### config.mk
export PLATFORM = sky130hd
export DESIGN_NAME = wave_generator
export DESIGN_NICKNAME = d
export VERILOG_FILES = /design/src/rtl/wave_generator.sv
export SDC_FILE = /design/constraint.sdc
export NUM_CORES = 1
export LEC_CHECK = 0
export CORE_MARGIN = 2
export CORE_UTILIZATION = 35
export CTS_CLUSTER_DIAMETER = 50
export CTS_CLUSTER_SIZE = 10
export DETAILED_ROUTE_END_ITERATION = 10
export GPL_ROUTABILITY_DRIVEN = 1
export PLACE_DENSITY = 0.66
export SYNTH_ARGS = -nofsm -noshare
export SYNTH_HDL_FRONTEND = slang
export SYNTH_SLANG_ARGS = --single-unit
### constraint.sdc
create_clock -name clk_in -period 7.4 [get_ports clk_in]
set_input_delay 0.74 -clock clk_in [delete_from_list [all_inputs] [get_ports clk_in]]
set_output_delay 0.74 -clock clk_in [all_outputs]
set_load 0.02 [all_outputs]
### src/rtl/wave_generator.sv
// rtl/wave_generator.sv - waveform synthesizer: square/saw/triangle/noise with volume
// Two-stage pipeline: stage 1 shapes the raw sample, stage 2 applies the volume.
module wave_generator #(
  parameter logic [3:0] CTRL_ADDR = 4'h1
) (
  input  logic        clk_in,
  input  logic        reset_n_in,
  input  logic [15:0] phase_in,
  input  logic        phase_valid_in,
  input  logic [15:0] data_in,
  input  logic [3:0]  addr_in,
  input  logic        data_valid_in,
  output logic [7:0]  sample_out,
  output logic        sample_valid_out
);

  typedef enum logic [1:0] {
    WAVE_SQUARE = 2'd0,
    WAVE_SAW    = 2'd1,
    WAVE_TRI    = 2'd2,
    WAVE_NOISE  = 2'd3
  } wave_e;

  logic [15:0] ctrl;
  logic [15:0] lfsr;
  logic [15:0] phase_prev;
  logic [7:0]  raw;
  logic [3:0]  vol1;
  logic        valid1;

  logic [7:0]  raw_next;
  logic [7:0]  tri_t;
  logic [15:0] lfsr_next;
  logic        wrap;
  logic signed [11:0] raw_ext;
  logic signed [11:0] vol_ext;
  logic signed [11:0] prod;
  logic        ctrl_unused;

  // Bits [3:2] of ctrl are reserved and never decoded.
  assign ctrl_unused = ^ctrl[3:2];

  assign wrap      = phase_in < phase_prev;
  assign lfsr_next = (lfsr >> 1) ^ (lfsr[0] ? 16'hB400 : 16'h0000);

  always_comb begin
    raw_next = 8'h00;
    tri_t    = phase_in[15] ? ~phase_in[14:7] : phase_in[14:7];
    case (wave_e'(ctrl[1:0]))
      WAVE_SQUARE: raw_next = (phase_in[15:8] < ctrl[15:8]) ? 8'h7F : 8'h81;
      WAVE_SAW:    raw_next = {~phase_in[15], phase_in[14:8]};
      WAVE_TRI:    raw_next = tri_t ^ 8'h80;
      WAVE_NOISE:  raw_next = lfsr[7:0];
      default:     raw_next = 8'h00;
    endcase
  end

  // Low 12 bits of the product, then >>>4 and truncate to 8 is just prod[11:4].
  assign raw_ext = {{4{raw[7]}}, raw};
  assign vol_ext = {8'h00, vol1};
  assign prod    = raw_ext * vol_ext;

  always_ff @(posedge clk_in or negedge reset_n_in) begin
    if (!reset_n_in) begin
      ctrl             <= 16'h0000;
      lfsr             <= 16'hACE1;
      phase_prev       <= 16'h0000;
      raw              <= 8'h00;
      vol1             <= 4'h0;
      valid1           <= 1'b0;
      sample_out       <= 8'h00;
      sample_valid_out <= 1'b0;
    end else begin
      if (data_valid_in && (addr_in == CTRL_ADDR)) begin
        ctrl <= data_in;
      end
      valid1 <= phase_valid_in;
      if (phase_valid_in) begin
        raw        <= raw_next;
        vol1       <= ctrl[7:4];
        phase_prev <= phase_in;
        if (wrap) begin
          lfsr <= lfsr_next;
        end
      end
      sample_valid_out <= valid1;
      if (valid1) begin
        sample_out <= prod[11:4];
      end
    end
  end

endmodule

==> results_dict.tcl, run 1 <==
set metrics [dict create \
    min_path_cells 1 \
    rsz0062_at_grt "false" \
    slowest_stage "fa_1" \
    drv_slew 0 \
    layout_commonest_cell "dfrtp_1" \
    use_met3 0.04359 \
    r2r-end "sample_out[5]" \
    clk_latency_ps 330 \
    hp-class "reg2reg" \
    syn_inst 433 \
    synth_seq_cells 68 \
    powerDensity_nw_per_um2 332.2 \
    dieArea_sq_um 13560 \
    required_ps 7610 \
    diodes 0 \
    ys_seq_area_frac 0.3867 \
    synth_edf_count 0 \
    status "completed" \
    wirelength_um 8126 \
    root_buffer "clkbuf_16" \
    hold_path_startpoint "ctrl[5]" \
    fmax_ghz 0.2690 \
    grt_pass1_vias 3253 \
    reg2reg_slack_ps 3680 \
    vias 3059 \
    vias_per_cell 4.706 \
    crit_arrival_ps 3920 \
    setup_tns_ps 0 \
    period_minus_slack_ps 3717 \
    synth_nets 529 \
    gp_congestion 0.7821 \
    grtUsageMet2 0.2326 \
    start_util 0.3551 \
    finClkSkew_ps 7.449 \
    die_y_um 116.5 \
    rows 41 \
    vdd_drop_max_v 0.0001347 \
    grt_pass1_wl_um 14800 \
    htree_levels 3 \
    start_kind "flip-flop" \
    crit_type "reg2reg" \
    core_area_sq_um 12470 \
    clockBufferDepth 2 \
    cp-end-kind "flip-flop" \
    setup_viol 0 \
    clock-sinks 68 \
    hold_violations 0 \
    relSlewSlack 0.4215 \
    postLayoutCoreUtil 0.4282 \
    max_cap_viol_count 0 \
    cts_setup_buffers 0 \
    num_io_pins 49 \
    drive_gt1_frac 0.1234 \
    synth.distinct_cells 42 \
    hpwl_um 5946 \
    drt_first_pass_iters 5 \
    fp.dieW_um 116.5 \
    tightest_slew_ps 867.1 \
    use_met1 0.1697 \
    synth_warnings 0 \
    crit-reg2reg-launch "vol1[2]" \
    min_to "ctrl[5]" \
    gr-max-usage-layer "met2" \
    antenna_left 0 \
    wire_per_inst_um 12.50 \
    post_cts_resize_count 0 \
    async_flop_share 1.000 \
    nets 569 \
    grt_overflow 0 \
    drt_iter0_markers 176 \
    clk_pin_slew_ps 50 \
    drc 0 \
    rr_worst_depth 13 \
    grt_use_total 0.1368 \
    ys.flop_type "dfrtp_1" \
    cts_hold_buf 0 \
    antenna_found_initial 0 \
    cp_max_fo 9 \
    numCtsBuffers 9 \
    cp_cell_sequence "and2_1 -> ha_1 -> inv_1 -> fa_1 -> fa_1 -> inv_1 -> ha_1 -> nand4_1 -> o2111ai_1 -> a31oi_1 -> o21bai_1 -> xor2_1 -> mux2_2" \
    tritoncts "built" \
    port-buffer-count 46 \
    grt_max_degree 69 \
    synth_area_sq_um 4427 \
    syn_avg_cell_area_sq_um 10.22 \
    period_share 0.5023 \
    layout_common_cells "dfrtp_1 (60), inv_1 (55), nand2_1 (48), clkdlybuf4s50_1 (45), o21ai_0 (44)" \
    slowest_delay_ps 540 \
    area_delta_synth_final_pct 20.58 \
    leakage_nw 2.516 \
]
## area by class of cell
class	instances	area [sq um]
Fill cell	1178	7128
Multi-Input combinational cell	291	2410
Sequential cell	68	1712
Timing Repair Buffer	48	470.5
Clock buffer	14	264.0
Tap cell	172	215.2
Inverter	55	206.4
Clock inverter	2	60.06
## metrics by stage
| step | power [mW] | instance area, sq um | hold WS [ps] | cells | worst slack, ps |
|---|---|---|---|---|---|
| 2_1_floorplan | 1.125 | 4427 | 352.0 | 433 | 3980 |
| 3_3_place_gp | 1.295 | 5014 | 487.3 | 634 | 3744 |
| 4_1_cts | 1.796 | 5338 | 504.0 | 650 | 3687 |
| 6_report | 1.773 | 5338 | 500.9 | 650 | 3683 |
| 3_5_place_dp | 1.318 | 5014 | 492.2 | 634 | 3719 |
| 5_1_grt | 1.951 | 5338 | 510.2 | 650 | 3459 |
## per-layer routing
layer	up-vias	wire length, um
met2	61	3812
li1	1521	-
met1	1464	3854
met4	0	123
met3	13	336
met5	-	0
## how the worst max path moves through the flow
stage	end	slack [ps]	cells past startpoint	from
5_1_grt	sample_out[5]	3460	13	vol1[2]
6_report	sample_out[5]	3680	13	vol1[2]
3_3_place_gp	sample_out[5]	3740	13	vol1[2]
4_1_cts	sample_out[5]	3690	13	vol1[2]
2_1_floorplan	sample_out[5]	3980	13	vol1[2]
3_5_place_dp	sample_out[5]	3720	13	vol1[2]
## power by group
part	internal [mW]	leakage [nW]	switching (mW)
registers	0.443	0.814	0.0580
logic	0.400	1.54	0.410
clock network	0.314	0.157	0.149
total	1.16	2.52	0.617
## synth_stat cells, types with 2 or more instances
library cell   n  share of area
mux2_4        10          0.034
and4_1         3         0.0059
ha_1          41           0.12
a21oi_1        9          0.010
nor2_1         7         0.0059
clkbuf_1      12          0.010
buf_2          3         0.0034
xor2_1         8          0.016
inv_1         55          0.047
nand2b_1       2         0.0028
dfrtp_1       60           0.34
nand2_1       48          0.041
xnor2_1       15          0.030
fa_1          15          0.068
and2_1        22          0.031
nand3_1        2         0.0023
buf_1          2         0.0017
o21ai_1        2         0.0023
nor2b_1        3         0.0042
a21o_1         9          0.015
mux2_2        24          0.061
dfstp_2        8          0.047
o2111ai_1      2         0.0040
a211oi_1       2         0.0034
o21ai_0       44          0.050
a22oi_1        7          0.012
nand4_1        3         0.0042
## flip-flops by register name, indices dropped and copies added, names as in the netlist
signal and count:
lfsr 16, phase_prev 16, ctrl 14, raw 8, sample_out 8, vol1 4, sample_valid_out 1, valid1 1
## worst max-delay path: cells and delay by family (launching register included)
| kind | cells | cell delay, ps |
|---|---|---|
| DFF | 1 | 460 |
| and+or+nand+nor | 2 | 340 |
| xor gates and xnor gates | 1 | 80 |
| AOI/OAI and AO/OA | 3 | 720 |
| muxes | 1 | 260 |
| buffers and inverters | 2 | 90 |
| adders and majority gates | 4 | 1640 |
## cell families after synthesis
family,synth area share
XOR/XNOR,0.04551
multiplexers,0.09977
flip-flops,0.3867
buffers and inverters,0.06896
AND/OR/NAND/NOR,0.1012
AO/OA/AOI/OAI,0.1142
adder cells (fa/ha/maj),0.1837
No activity file was read; power rests on OpenSTA's default activity.
==> inputs of run 2 (changes only) <==
==> constraint.sdc (replaced) <==
create_clock -name clk_in -period 3.5 [get_ports clk_in]
set_input_delay 0.35 -clock clk_in [delete_from_list [all_inputs] [get_ports clk_in]]
set_output_delay 0.35 -clock clk_in [all_outputs]
set_load 0.02 [all_outputs]
==> run 2 against run 1 <==
Against the previous run: combinational power grew to 2.9 times the previous value; clock-buffer cell count is 3 lower; critical path depth stayed put; largest power group unchanged; first-iteration DRC count is 13% lower; sequential cell count stayed put; non-clock buffer count is 27 higher; final area is 6.0% higher; clock skew is 0.59 ps higher; clock power is 83% higher; sequential share of layout area is 1.8 points lower; utilization is 2.6 points higher; worst hold slack worse by 460 ps.
==> results_dict.tcl, run 2 (synthesis results as in run 1) <==
set metrics [dict create \
    status "completed" \
    startpoint "vol1[3]" \
    clk_pin_slew_ps 60 \
    start_kind "flip-flop" \
    relSlewSlack 0.4364 \
    period_minus_slack_ps 3436 \
    die_y_um 116.5 \
    drv_slew 0 \
    cp_max_fo 8 \
    drt_iter0_markers 154 \
    diodes 0 \
    clock-sinks 68 \
    fmax_ghz 0.2911 \
    grt_max_degree 53 \
    start_util 0.3551 \
    htree_levels 3 \
    rows 41 \
    crit-reg2reg-launch "vol1[3]" \
    dieArea_sq_um 13560 \
    hpwl_um 6481 \
    drive_gt1_frac 0.2238 \
    max_cap_viol_count 0 \
    crit_type "reg2reg" \
    vias_per_cell 4.739 \
    vias 3208 \
    fin_total_pwr_mw 4.235 \
    hold_violations 0 \
    crit_arrival_ps 3650 \
    grt_overflow 0 \
    finClkSkew_ps 8.040 \
    dp_slack_ps -31.29 \
    powerDensity_nw_per_um2 748.7 \
    grt_pass1_vias 3359 \
    antenna_found_initial 0 \
    leakage_nw 2.638 \
    layout_commonest_cell "dfrtp_1" \
    wire_per_inst_um 13.13 \
    clk_latency_ps 330 \
    grt_pass1_wl_um 15540 \
    num_io_pins 49 \
    grt_use_total 0.1448 \
    cts_hold_buf 0 \
    fp.dieW_um 116.5 \
    core_area_sq_um 12470 \
    antenna_left 0 \
    area_delta_synth_final_pct 27.78 \
    port-buffer-count 46 \
    period_share 0.9816 \
    clockBufferDepth 2 \
    rsz0062_at_grt "true" \
    cp-end-kind "flip-flop" \
    tightest_slew_ps 845.4 \
    gp_congestion 0.8073 \
    tritoncts "built" \
    layout_common_cells "dfrtp_1 (58), inv_1 (50), nand2_1 (47), clkdlybuf4s50_1 (45), o21ai_0 (43)" \
    drt_first_pass_iters 4 \
    vdd_drop_max_v 0.0003109 \
    hp-class "in2async" \
    top_regs "lfsr (16), phase_prev (16), ctrl (14)" \
    required_ps 3710 \
    numCtsBuffers 9 \
    drc 0 \
    wirelength_um 8886 \
    setup_viol 0 \
    fillCellCount 1167 \
    nets 596 \
    worst_slack_ps 64.31 \
    root_buffer "clkbuf_16" \
]
-- run 2: worst max-delay path, cell delays in order, from the launching register on --
cell and delay (ps):
dfrtp_2 460, and2_4 160, ha_4 260, inv_2 30
fa_1 470, fa_1 530, inv_2 50, ha_4 270
nand4_1 180, o2111ai_4 260, a31oi_2 140, buf_4 160
xnor2_2 110, mux2_4 250
-- run 2: metrics by stage --
step	setup TNS, ps	instances	hold slack (ps)	instance area (sq um)	util
after CTS	0	672	57.01	5500	0.4412
after global placement	-7.828	655	413.0	5171	0.4148
after floorplan	0	433	54.41	4427	-
after detailed placement	-45.68	655	416.6	5171	0.4148
after global routing	-312.9	677	99.13	5657	0.4538
final	0	677	42.01	5657	0.4538
-- run 2: final timing paths --
| path | to | slack (ps) | depth (start not counted) |
|---|---|---|---|
| worst min-delay path | valid1 | 40 | 1 |
| max in group asynchronous | lfsr[0] | 2580 | 2 |
| worst max register to register | sample_out[4] | 60 | 13 |
| min in group clk_in | vol1[1] | 500 | 1 |
| worst max-delay path | sample_out[4] | 60 | 13 |
| worst min register to register | vol1[1] | 500 | 1 |
-- run 2: area by class of cell --
class                      instances  area [sq um]  share of cell area
clock buffer                      11         242.7             0.04291
clock inverter                     5         36.28            0.006415
inverter                          55         206.4             0.03650
multi-input combinational        291          2565              0.4534
sequential                        68          1714              0.3030
tap                              172         215.2             0.03804
timing repair buffer              75         676.9              0.1197
-- run 2: where the power goes --
group | leakage, nW | internal (mW) | switching, mW | total, mW
combinational | 1.70 | 1.27 | 1.08 | 2.35
sequential | 0.812 | 0.938 | 0.105 | 1.04
clock | 0.128 | 0.500 | 0.347 | 0.847
-- run 2: repair_timing --
| item | CTS | global route |
|---|---|---|
| resized for setup | 9 | 21 |
| pin swaps | 7 | 20 |
| gates cloned | 0 | 0 |
| endpoints found under the setup margin | 2 | 5 |
| setup buffers | 1 | 5 |
-- run 2: layer usage --
| layer | wire length, um | up-vias | part of all wire | global-route usage |
|---|---|---|---|---|
| met5 | 0 | - | 0 | 0 |
| met4 | 113 | 0 | 0.013 | 0.03730 |
| met3 | 355 | 15 | 0.040 | 0.03736 |
| met2 | 4376 | 67 | 0.49 | 0.2516 |
| met1 | 4041 | 1548 | 0.45 | 0.1796 |
| li1 | - | 1578 | - | - |
